### src/rtl/usart_pkg.sv
// Shared types and constants for the USART rx/tx cores and the echo top level.
package usart_pkg;
    localparam int DIV_WIDTH = 12;
    localparam int DATA_BITS = 8;
    localparam int BITCNT_W  = $clog2(DATA_BITS);

    typedef enum logic [1:0] {
        ST_IDLE,
        ST_START,
        ST_DATA,
        ST_STOP
    } usart_state_t;

    // Dividers below 2 would leave no room for a half-bit wait, so clamp them.
    function automatic logic [DIV_WIDTH-1:0] eff_div(input logic [DIV_WIDTH-1:0] div);
        return (div < DIV_WIDTH'(2)) ? DIV_WIDTH'(2) : div;
    endfunction
endpackage

### src/rtl/usart_rx.sv
// 8N1 receiver: 2-flop input synchronizer, centre sampling, 1-cycle valid per good byte.
module usart_rx
    import usart_pkg::*;
(
    input  logic                 i_clk,
    input  logic                 i_srst,
    input  logic [DIV_WIDTH-1:0] i_div,
    input  logic                 i_rx,
    output logic [DATA_BITS-1:0] o_data,
    output logic                 o_valid
);
    logic                 r_sync1;
    logic                 r_sync2;
    usart_state_t         r_state;
    logic [DIV_WIDTH-1:0] r_cnt;
    logic [DIV_WIDTH-1:0] r_div;
    logic [BITCNT_W-1:0]  r_bit;
    logic [DATA_BITS-1:0] r_shift;
    logic                 r_ferr;
    logic                 w_expire;

    assign w_expire = (r_cnt == DIV_WIDTH'(1));

    always_ff @(posedge i_clk) begin
        if (i_srst) begin
            r_sync1 <= 1'b1;
            r_sync2 <= 1'b1;
            r_state <= ST_IDLE;
            r_cnt   <= '0;
            r_div   <= '0;
            r_bit   <= '0;
            r_shift <= '0;
            r_ferr  <= 1'b0;
            o_data  <= '0;
            o_valid <= 1'b0;
        end else begin
            r_sync1 <= i_rx;
            r_sync2 <= r_sync1;
            o_valid <= 1'b0;
            case (r_state)
                ST_IDLE: begin
                    if (!r_sync2) begin
                        r_div   <= eff_div(i_div);
                        r_cnt   <= eff_div(i_div) >> 1;
                        r_state <= ST_START;
                    end
                end
                ST_START: begin
                    if (w_expire) begin
                        if (r_sync2) begin
                            r_state <= ST_IDLE;
                        end else begin
                            r_state <= ST_DATA;
                            r_cnt   <= r_div;
                            r_bit   <= '0;
                        end
                    end else begin
                        r_cnt <= r_cnt - DIV_WIDTH'(1);
                    end
                end
                ST_DATA: begin
                    if (w_expire) begin
                        r_shift <= {r_sync2, r_shift[DATA_BITS-1:1]};
                        r_cnt   <= r_div;
                        r_bit   <= r_bit + BITCNT_W'(1);
                        if (r_bit == BITCNT_W'(DATA_BITS - 1))
                            r_state <= ST_STOP;
                    end else begin
                        r_cnt <= r_cnt - DIV_WIDTH'(1);
                    end
                end
                ST_STOP: begin
                    // After a framing error, park here until the line returns high.
                    if (r_ferr) begin
                        if (r_sync2) begin
                            r_ferr  <= 1'b0;
                            r_state <= ST_IDLE;
                        end
                    end else if (w_expire) begin
                        if (r_sync2) begin
                            o_valid <= 1'b1;
                            o_data  <= r_shift;
                            r_state <= ST_IDLE;
                        end else begin
                            r_ferr <= 1'b1;
                        end
                    end else begin
                        r_cnt <= r_cnt - DIV_WIDTH'(1);
                    end
                end
                default: r_state <= ST_IDLE;
            endcase
        end
    end
endmodule

### src/rtl/usart_tx.sv
// 8N1 transmitter; o_busy low means a valid byte is accepted on this clock edge.
module usart_tx
    import usart_pkg::*;
(
    input  logic                 i_clk,
    input  logic                 i_srst,
    input  logic [DIV_WIDTH-1:0] i_div,
    input  logic [DATA_BITS-1:0] i_data,
    input  logic                 i_valid,
    output logic                 o_busy,
    output logic                 o_tx
);
    usart_state_t         r_state;
    logic [DIV_WIDTH-1:0] r_cnt;
    logic [DIV_WIDTH-1:0] r_div;
    logic [BITCNT_W-1:0]  r_bit;
    logic [DATA_BITS-1:0] r_shift;
    logic                 r_tx;
    logic                 w_expire;

    assign w_expire = (r_cnt == DIV_WIDTH'(1));
    // Accepting at the last stop-bit cycle gives back-to-back frames.
    assign o_busy   = !((r_state == ST_IDLE) || ((r_state == ST_STOP) && w_expire));
    assign o_tx     = r_tx;

    always_ff @(posedge i_clk) begin
        if (i_srst) begin
            r_state <= ST_IDLE;
            r_cnt   <= '0;
            r_div   <= '0;
            r_bit   <= '0;
            r_shift <= '0;
            r_tx    <= 1'b1;
        end else begin
            case (r_state)
                ST_IDLE: begin
                    if (i_valid) begin
                        r_div   <= eff_div(i_div);
                        r_cnt   <= eff_div(i_div);
                        r_shift <= i_data;
                        r_tx    <= 1'b0;
                        r_state <= ST_START;
                    end
                end
                ST_START: begin
                    if (w_expire) begin
                        r_cnt   <= r_div;
                        r_tx    <= r_shift[0];
                        r_shift <= r_shift >> 1;
                        r_bit   <= '0;
                        r_state <= ST_DATA;
                    end else begin
                        r_cnt <= r_cnt - DIV_WIDTH'(1);
                    end
                end
                ST_DATA: begin
                    if (w_expire) begin
                        r_cnt <= r_div;
                        if (r_bit == BITCNT_W'(DATA_BITS - 1)) begin
                            r_tx    <= 1'b1;
                            r_state <= ST_STOP;
                        end else begin
                            r_tx    <= r_shift[0];
                            r_shift <= r_shift >> 1;
                            r_bit   <= r_bit + BITCNT_W'(1);
                        end
                    end else begin
                        r_cnt <= r_cnt - DIV_WIDTH'(1);
                    end
                end
                ST_STOP: begin
                    if (w_expire) begin
                        if (i_valid) begin
                            r_div   <= eff_div(i_div);
                            r_cnt   <= eff_div(i_div);
                            r_shift <= i_data;
                            r_tx    <= 1'b0;
                            r_state <= ST_START;
                        end else begin
                            r_state <= ST_IDLE;
                        end
                    end else begin
                        r_cnt <= r_cnt - DIV_WIDTH'(1);
                    end
                end
                default: r_state <= ST_IDLE;
            endcase
        end
    end
endmodule

### src/rtl/usart_echo.sv
// Serial loopback: received bytes are queued in a small FIFO and retransmitted.
module usart_echo
    import usart_pkg::*;
#(
    parameter int BUF_DEPTH = 2
) (
    input  logic                 comm_clock,
    input  logic                 reset,
    input  logic [DIV_WIDTH-1:0] clock_divider,
    input  logic                 rx_pin,
    output logic                 tx_pin
);
    localparam int PTR_W = (BUF_DEPTH > 1) ? $clog2(BUF_DEPTH) : 1;
    localparam int CNT_W = $clog2(BUF_DEPTH + 1);

    logic [DATA_BITS-1:0] r_mem [BUF_DEPTH];
    logic [PTR_W-1:0]     r_rd_ptr;
    logic [PTR_W-1:0]     r_wr_ptr;
    logic [CNT_W-1:0]     r_count;

    logic [DATA_BITS-1:0] w_rx_data;
    logic                 w_rx_valid;
    logic                 w_tx_busy;
    logic                 w_tx_valid;
    logic [DATA_BITS-1:0] w_tx_data;
    logic                 w_fifo_empty;
    logic                 w_take;
    logic                 w_pop;
    logic                 w_push;

    function automatic logic [PTR_W-1:0] ptr_inc(input logic [PTR_W-1:0] p);
        return (p == PTR_W'(BUF_DEPTH - 1)) ? '0 : p + PTR_W'(1);
    endfunction

    usart_rx u_rx (
        .i_clk   (comm_clock),
        .i_srst  (reset),
        .i_div   (clock_divider),
        .i_rx    (rx_pin),
        .o_data  (w_rx_data),
        .o_valid (w_rx_valid)
    );

    // An empty FIFO is bypassed so a fresh byte reaches the transmitter one cycle sooner.
    assign w_fifo_empty = (r_count == '0);
    assign w_tx_valid   = !w_fifo_empty || w_rx_valid;
    assign w_tx_data    = w_fifo_empty ? w_rx_data : r_mem[r_rd_ptr];
    assign w_take       = w_tx_valid && !w_tx_busy;
    assign w_pop        = w_take && !w_fifo_empty;
    assign w_push       = w_rx_valid && !(w_take && w_fifo_empty)
                          && ((r_count != CNT_W'(BUF_DEPTH)) || w_pop);

    usart_tx u_tx (
        .i_clk   (comm_clock),
        .i_srst  (reset),
        .i_div   (clock_divider),
        .i_data  (w_tx_data),
        .i_valid (w_take),
        .o_busy  (w_tx_busy),
        .o_tx    (tx_pin)
    );

    always_ff @(posedge comm_clock) begin
        if (reset) begin
            r_rd_ptr <= '0;
            r_wr_ptr <= '0;
            r_count  <= '0;
        end else begin
            if (w_push) begin
                r_mem[r_wr_ptr] <= w_rx_data;
                r_wr_ptr        <= ptr_inc(r_wr_ptr);
            end
            if (w_pop)
                r_rd_ptr <= ptr_inc(r_rd_ptr);
            if (w_push && !w_pop)
                r_count <= r_count + CNT_W'(1);
            else if (!w_push && w_pop)
                r_count <= r_count - CNT_W'(1);
        end
    end
endmodule

### config.mk
export PLATFORM = sky130hd
export DESIGN_NAME = usart_echo
export DESIGN_NICKNAME = d
export VERILOG_FILES = /design/src/rtl/usart_pkg.sv /design/src/rtl/usart_rx.sv /design/src/rtl/usart_tx.sv /design/src/rtl/usart_echo.sv
export SDC_FILE = /design/constraint.sdc
export NUM_CORES = 1
export LEC_CHECK = 0
export CELL_PAD_IN_SITES_DETAIL_PLACEMENT = 1
export CELL_PAD_IN_SITES_GLOBAL_PLACEMENT = 2
export CORE_ASPECT_RATIO = 1.4
export CORE_MARGIN = 4
export CORE_UTILIZATION = 36
export DETAILED_ROUTE_END_ITERATION = 7
export PLACE_DENSITY = 0.73
export SETUP_SLACK_MARGIN = 0.05
export SLEW_MARGIN = 20
export SYNTH_ARGS = -nofsm -noshare
export SYNTH_HDL_FRONTEND = slang
export SYNTH_HIERARCHICAL = 1
export SYNTH_SLANG_ARGS = --single-unit
### constraint.sdc
create_clock -name comm_clock -period 2.9 [get_ports comm_clock]
set_clock_uncertainty 0.2 [all_clocks]
set_input_delay 0.29 -clock comm_clock [delete_from_list [all_inputs] [get_ports comm_clock]]
set_output_delay 0.29 -clock comm_clock [all_outputs]
set_load 0.01 [all_outputs]
==> out/summary.log <==
[synthesis] Mapped Nets 684
[clocking] Clock transition at path regs 80 ps
[die] die area 18510 sq um
[detailed_routing] detailed-routing iteration count for the pre-antenna-repair pass 4
[worst_setup_path] crit path from u_tx/r_cnt[1]
[power] total power consumption of the routed design 5.775 mW
[min_path] destination of the worst hold path u_rx/o_data[1]
[synthesis] largest cells by area after synthesis dfxtp_1, edfxtp_1, mux2i_1
[global_route] largest net degree at the start of global routing 31
[die] initial standard-cell utilization of the core 36.60%
[worst_setup_path] worst-case reg-to-reg path depth 12
[global_route] Tot GR Track Use 18.73%
[sta] setup slack of the critical path after layout 169.3 ps
[placement] number of cells after detailed placement 846
[die] # IOs 16
[sta] Slew Limit Headroom 41.98%
[sta] Tcrit/Tclk final 94.16%
[run] max-cap violation count 0
[finish] share of final-layout standard cells stronger than drive strength 1 14.33%
[die] horizontal die dimension 116.1 um
[min_path] worst hold path class in2reg
[sta] worst hold slack after final layout 167.1 ps
[synthesis] register bit count reported by yosys 108
[synthesis] post-synth design cell area 5894 sq um
[clocking] source-to-sink clock delay at the later pin of the worst-skew pair 360 ps
[clocking] TritonCTS Sinks 108
[finish] Nets 692
[detailed_routing] aggregate routed wire length 16990 um
[global_route] global-route wire length before repair 27680 um
[clocking] total clock buffers created by CTS 9
[placement] RePlAce Congestion 0.7838
[power] leak pwr 2.418 nW
[sta] Setup Viol. Count Final 0
[worst_setup_path] Crit Path Category reg2reg
[synthesis] number of distinct library cells after synthesis 78
[global_route] total overflow reported by the global router 0
[sta] minimum period implied by the final worst setup slack 2731 ps
[power] maximum vdd ir drop 0.4036 mV
[worst_setup_path] Worst Path Required 2990 ps
[die] floorplan core area 16100 sq um
[synthesis] post-synth top area cell dfxtp_1
[detailed_routing] via count 4994
[detailed_routing] number of routed nets with antenna violations 0
[detailed_routing] Vias/cell 5.794
[finish] layout-stage area growth over the synthesis result 12.10%
[die] std cell rows 55
[sta] sum of negative setup slack 0 ps
[synthesis] leading register cell type out of synthesis dfxtp_1
[synthesis] number of flops mapped to enable cells by yosys 16
[sta] setup repair after global routing missed its margin yes
[min_path] number of cells traversed by the worst hold path 2
[global_route] number of antenna violations at the first check in global routing 0
[placement] half-perimeter wire length after detailed placement 12290 um
[detailed_routing] Starting DRT DRC Count 263
[clocking] Clk Tree Root Cell clkbuf_16
[synthesis] share of the yosys chip area belonging to registers 39.40%
[finish] total inserted antenna cells 0
[min_path] hold path start reset
[synthesis] per-instance average area after synthesis 9.068 sq um
[worst_setup_path] worst reg2reg setup slack 170 ps
[clocking] CTS HTree Levels 3
[finish] final non-filler cell total 862
[detailed_routing] routed wirelength normalized by instance count 19.71 um
[sta] peak clock frequency supported by timing 366.2 MHz
[synthesis] number of warnings reported in the yosys synthesis log 6
[worst_setup_path] critical register-to-register path endpoint r_count[1]
[worst_setup_path] Arrival @ worst endpoint 2830 ps
[power] power per standard cell area 874.0 nW/um^2
[placement] post-placement setup slack 67.83 ps
[placement] buffers added on ports 15
[sta] total count of max-transition violations in the final report 0
[clocking] TritonCTS clock tree done
[outcome] run status finished clean
[synthesis] share of flip-flops with an asynchronous set or reset after synthesis 0%
[clocking] Post-CTS Setup Bufs 0
[sta] Final Hold Fails 0
[worst_setup_path] crit end category register
[worst_setup_path] Reg-to-Reg Start u_tx/r_cnt[1]
[worst_setup_path] startpoint types register
[sta] transition time of the tightest slew-check pin 870.3 ps
[synthesis] post-synth top area share 31.25%
[detailed_routing] # DRC 0
[clocking] Hold Buf Count CTS 0
[worst_setup_path] critical-path maximum fanout 3
[synthesis] cell with the most instances after synthesis dfxtp_1
[die] die height 159.4 um
[synthesis] instance count of the mapped netlist 650
[global_route] number of global-route vias before repair 5232
[synthesis] most frequent cells after synthesis dfxtp_1, nand2_1, a21oi_1
[clocking] Longest Clk Path Bufs 2
-- what timing repair did --
item                       4_1_cts  5_1_grt
gates resized for setup          1        6
hold endpoints to repair         0        0
setup endpoints to repair        1       35
pin swaps                        0        2
-- registers in the layout (all words and copies together), names as in the netlist, 2 cells and up, named ones only --
register	flops
u_rx/r_shift	8
r_mem	16
u_tx/r_state	2
u_rx/r_div	12
u_tx/r_bit	3
u_tx/r_shift	8
u_tx/r_div	12
u_rx/o_data	8
u_tx/r_cnt	12
u_rx/r_cnt	12
r_count	2
u_rx/r_bit	3
-- power by group --
part	switching, mW	internal (mW)	leakage, nW
clock	0.641	0.611	0.147
combinational	1.42	1.13	1.37
sequential	0.235	1.74	0.896
total	2.29	3.48	2.42
-- kinds of logic (layout without fill, tap and decap cells) --
| logic type | after synthesis | in the layout | share of synthesized area [%] |
|---|---|---|---|
| buffers and inverters | 71 | 84 | 5.604 |
| xor gates and xnor gates | 9 | 9 | 1.337 |
| muxes | 51 | 51 | 9.085 |
| adders and majority gates | 19 | 19 | 4.033 |
| AOI/OAI and AO/OA | 172 | 172 | 20.34 |
| and+or+nand+nor | 220 | 220 | 20.21 |
| DFF | 108 | 108 | 39.40 |
-- per-layer routing --
| layer | track usage, % | wire, um | vias to the layer above |
|---|---|---|---|
| met5 | 0 | 0 | - |
| met4 | 6.860 | 349 | 0 |
| met3 | 2.548 | 321 | 22 |
| met2 | 32.63 | 8813 | 52 |
| met1 | 23.14 | 7502 | 2500 |
| li1 | - | - | 2420 |
-- worst max-delay path, cell delays in order, from the launching register on --
cell and delay (ps):
dfxtp_1 330, inv_1 130, ha_2 200, nor4b_4 220, and4_4 280, nor2_1 80, xor2_1 180, o21ai_2 190
inv_1 60, ha_1 200, xor2_1 160, or3_1 310, a21oi_1 130
-- stage by stage --
stage / util, % / area [sq um]
3_3_place_gp: 39.13 / 6301
2_1_floorplan: - / 5909
6_report: 41.03 / 6608
3_5_place_dp: 39.13 / 6301
5_1_grt: 41.03 / 6608
4_1_cts: 40.94 / 6593
-- worst max path at each step --
stage                     depth (start not counted)  slack, ps        endpoint
after floorplan                                  10        -50     r_mem[0][0]
after global placement                            6        100  u_rx/r_cnt[10]
after detailed placement                          6         70   u_rx/r_cnt[4]
after CTS                                         7         60   u_rx/r_cnt[4]
after global routing                             11        -10      r_count[1]
final                                            12        170      r_count[1]
-- layout make-up --
class	count	area, sq um
Timing Repair Buffer	47	401.6
Inverter	21	78.83
Multi-Input combinational cell	471	3264
Clock buffer	9	225.2
Fill cell	1871	9495
Tap cell	199	249.0
Sequential cell	108	2323
Clock inverter	7	65.06
-- cell usage in the layout, fill, tap and decap left out, types with 5 or more instances in the layout --
| cell type | instances |
|---|---|
| nor3_1 | 7 |
| a211oi_1 | 12 |
| or3_1 | 14 |
| a22o_1 | 5 |
| dfxtp_1 | 91 |
| nand2_1 | 67 |
| ha_1 | 18 |
| or4_1 | 5 |
| o211ai_1 | 12 |
| a21oi_1 | 55 |
| o41ai_1 | 6 |
| buf_4 | 30 |
| edfxtp_1 | 16 |
| inv_1 | 20 |
| nor2_1 | 35 |
| a32o_1 | 11 |
| nand2b_1 | 11 |
| xor2_1 | 6 |
| clkdlybuf4s50_1 | 14 |
| nor2b_1 | 8 |
| mux2_2 | 17 |
| clkbuf_16 | 9 |
| mux2i_1 | 31 |
| a31oi_1 | 11 |
| a221o_1 | 8 |
| o31ai_1 | 8 |
| nor4_1 | 9 |
| o21ai_0 | 16 |
| or2_2 | 5 |
| nand3_1 | 21 |
Note: power is estimated with default switching activity, not from simulation.
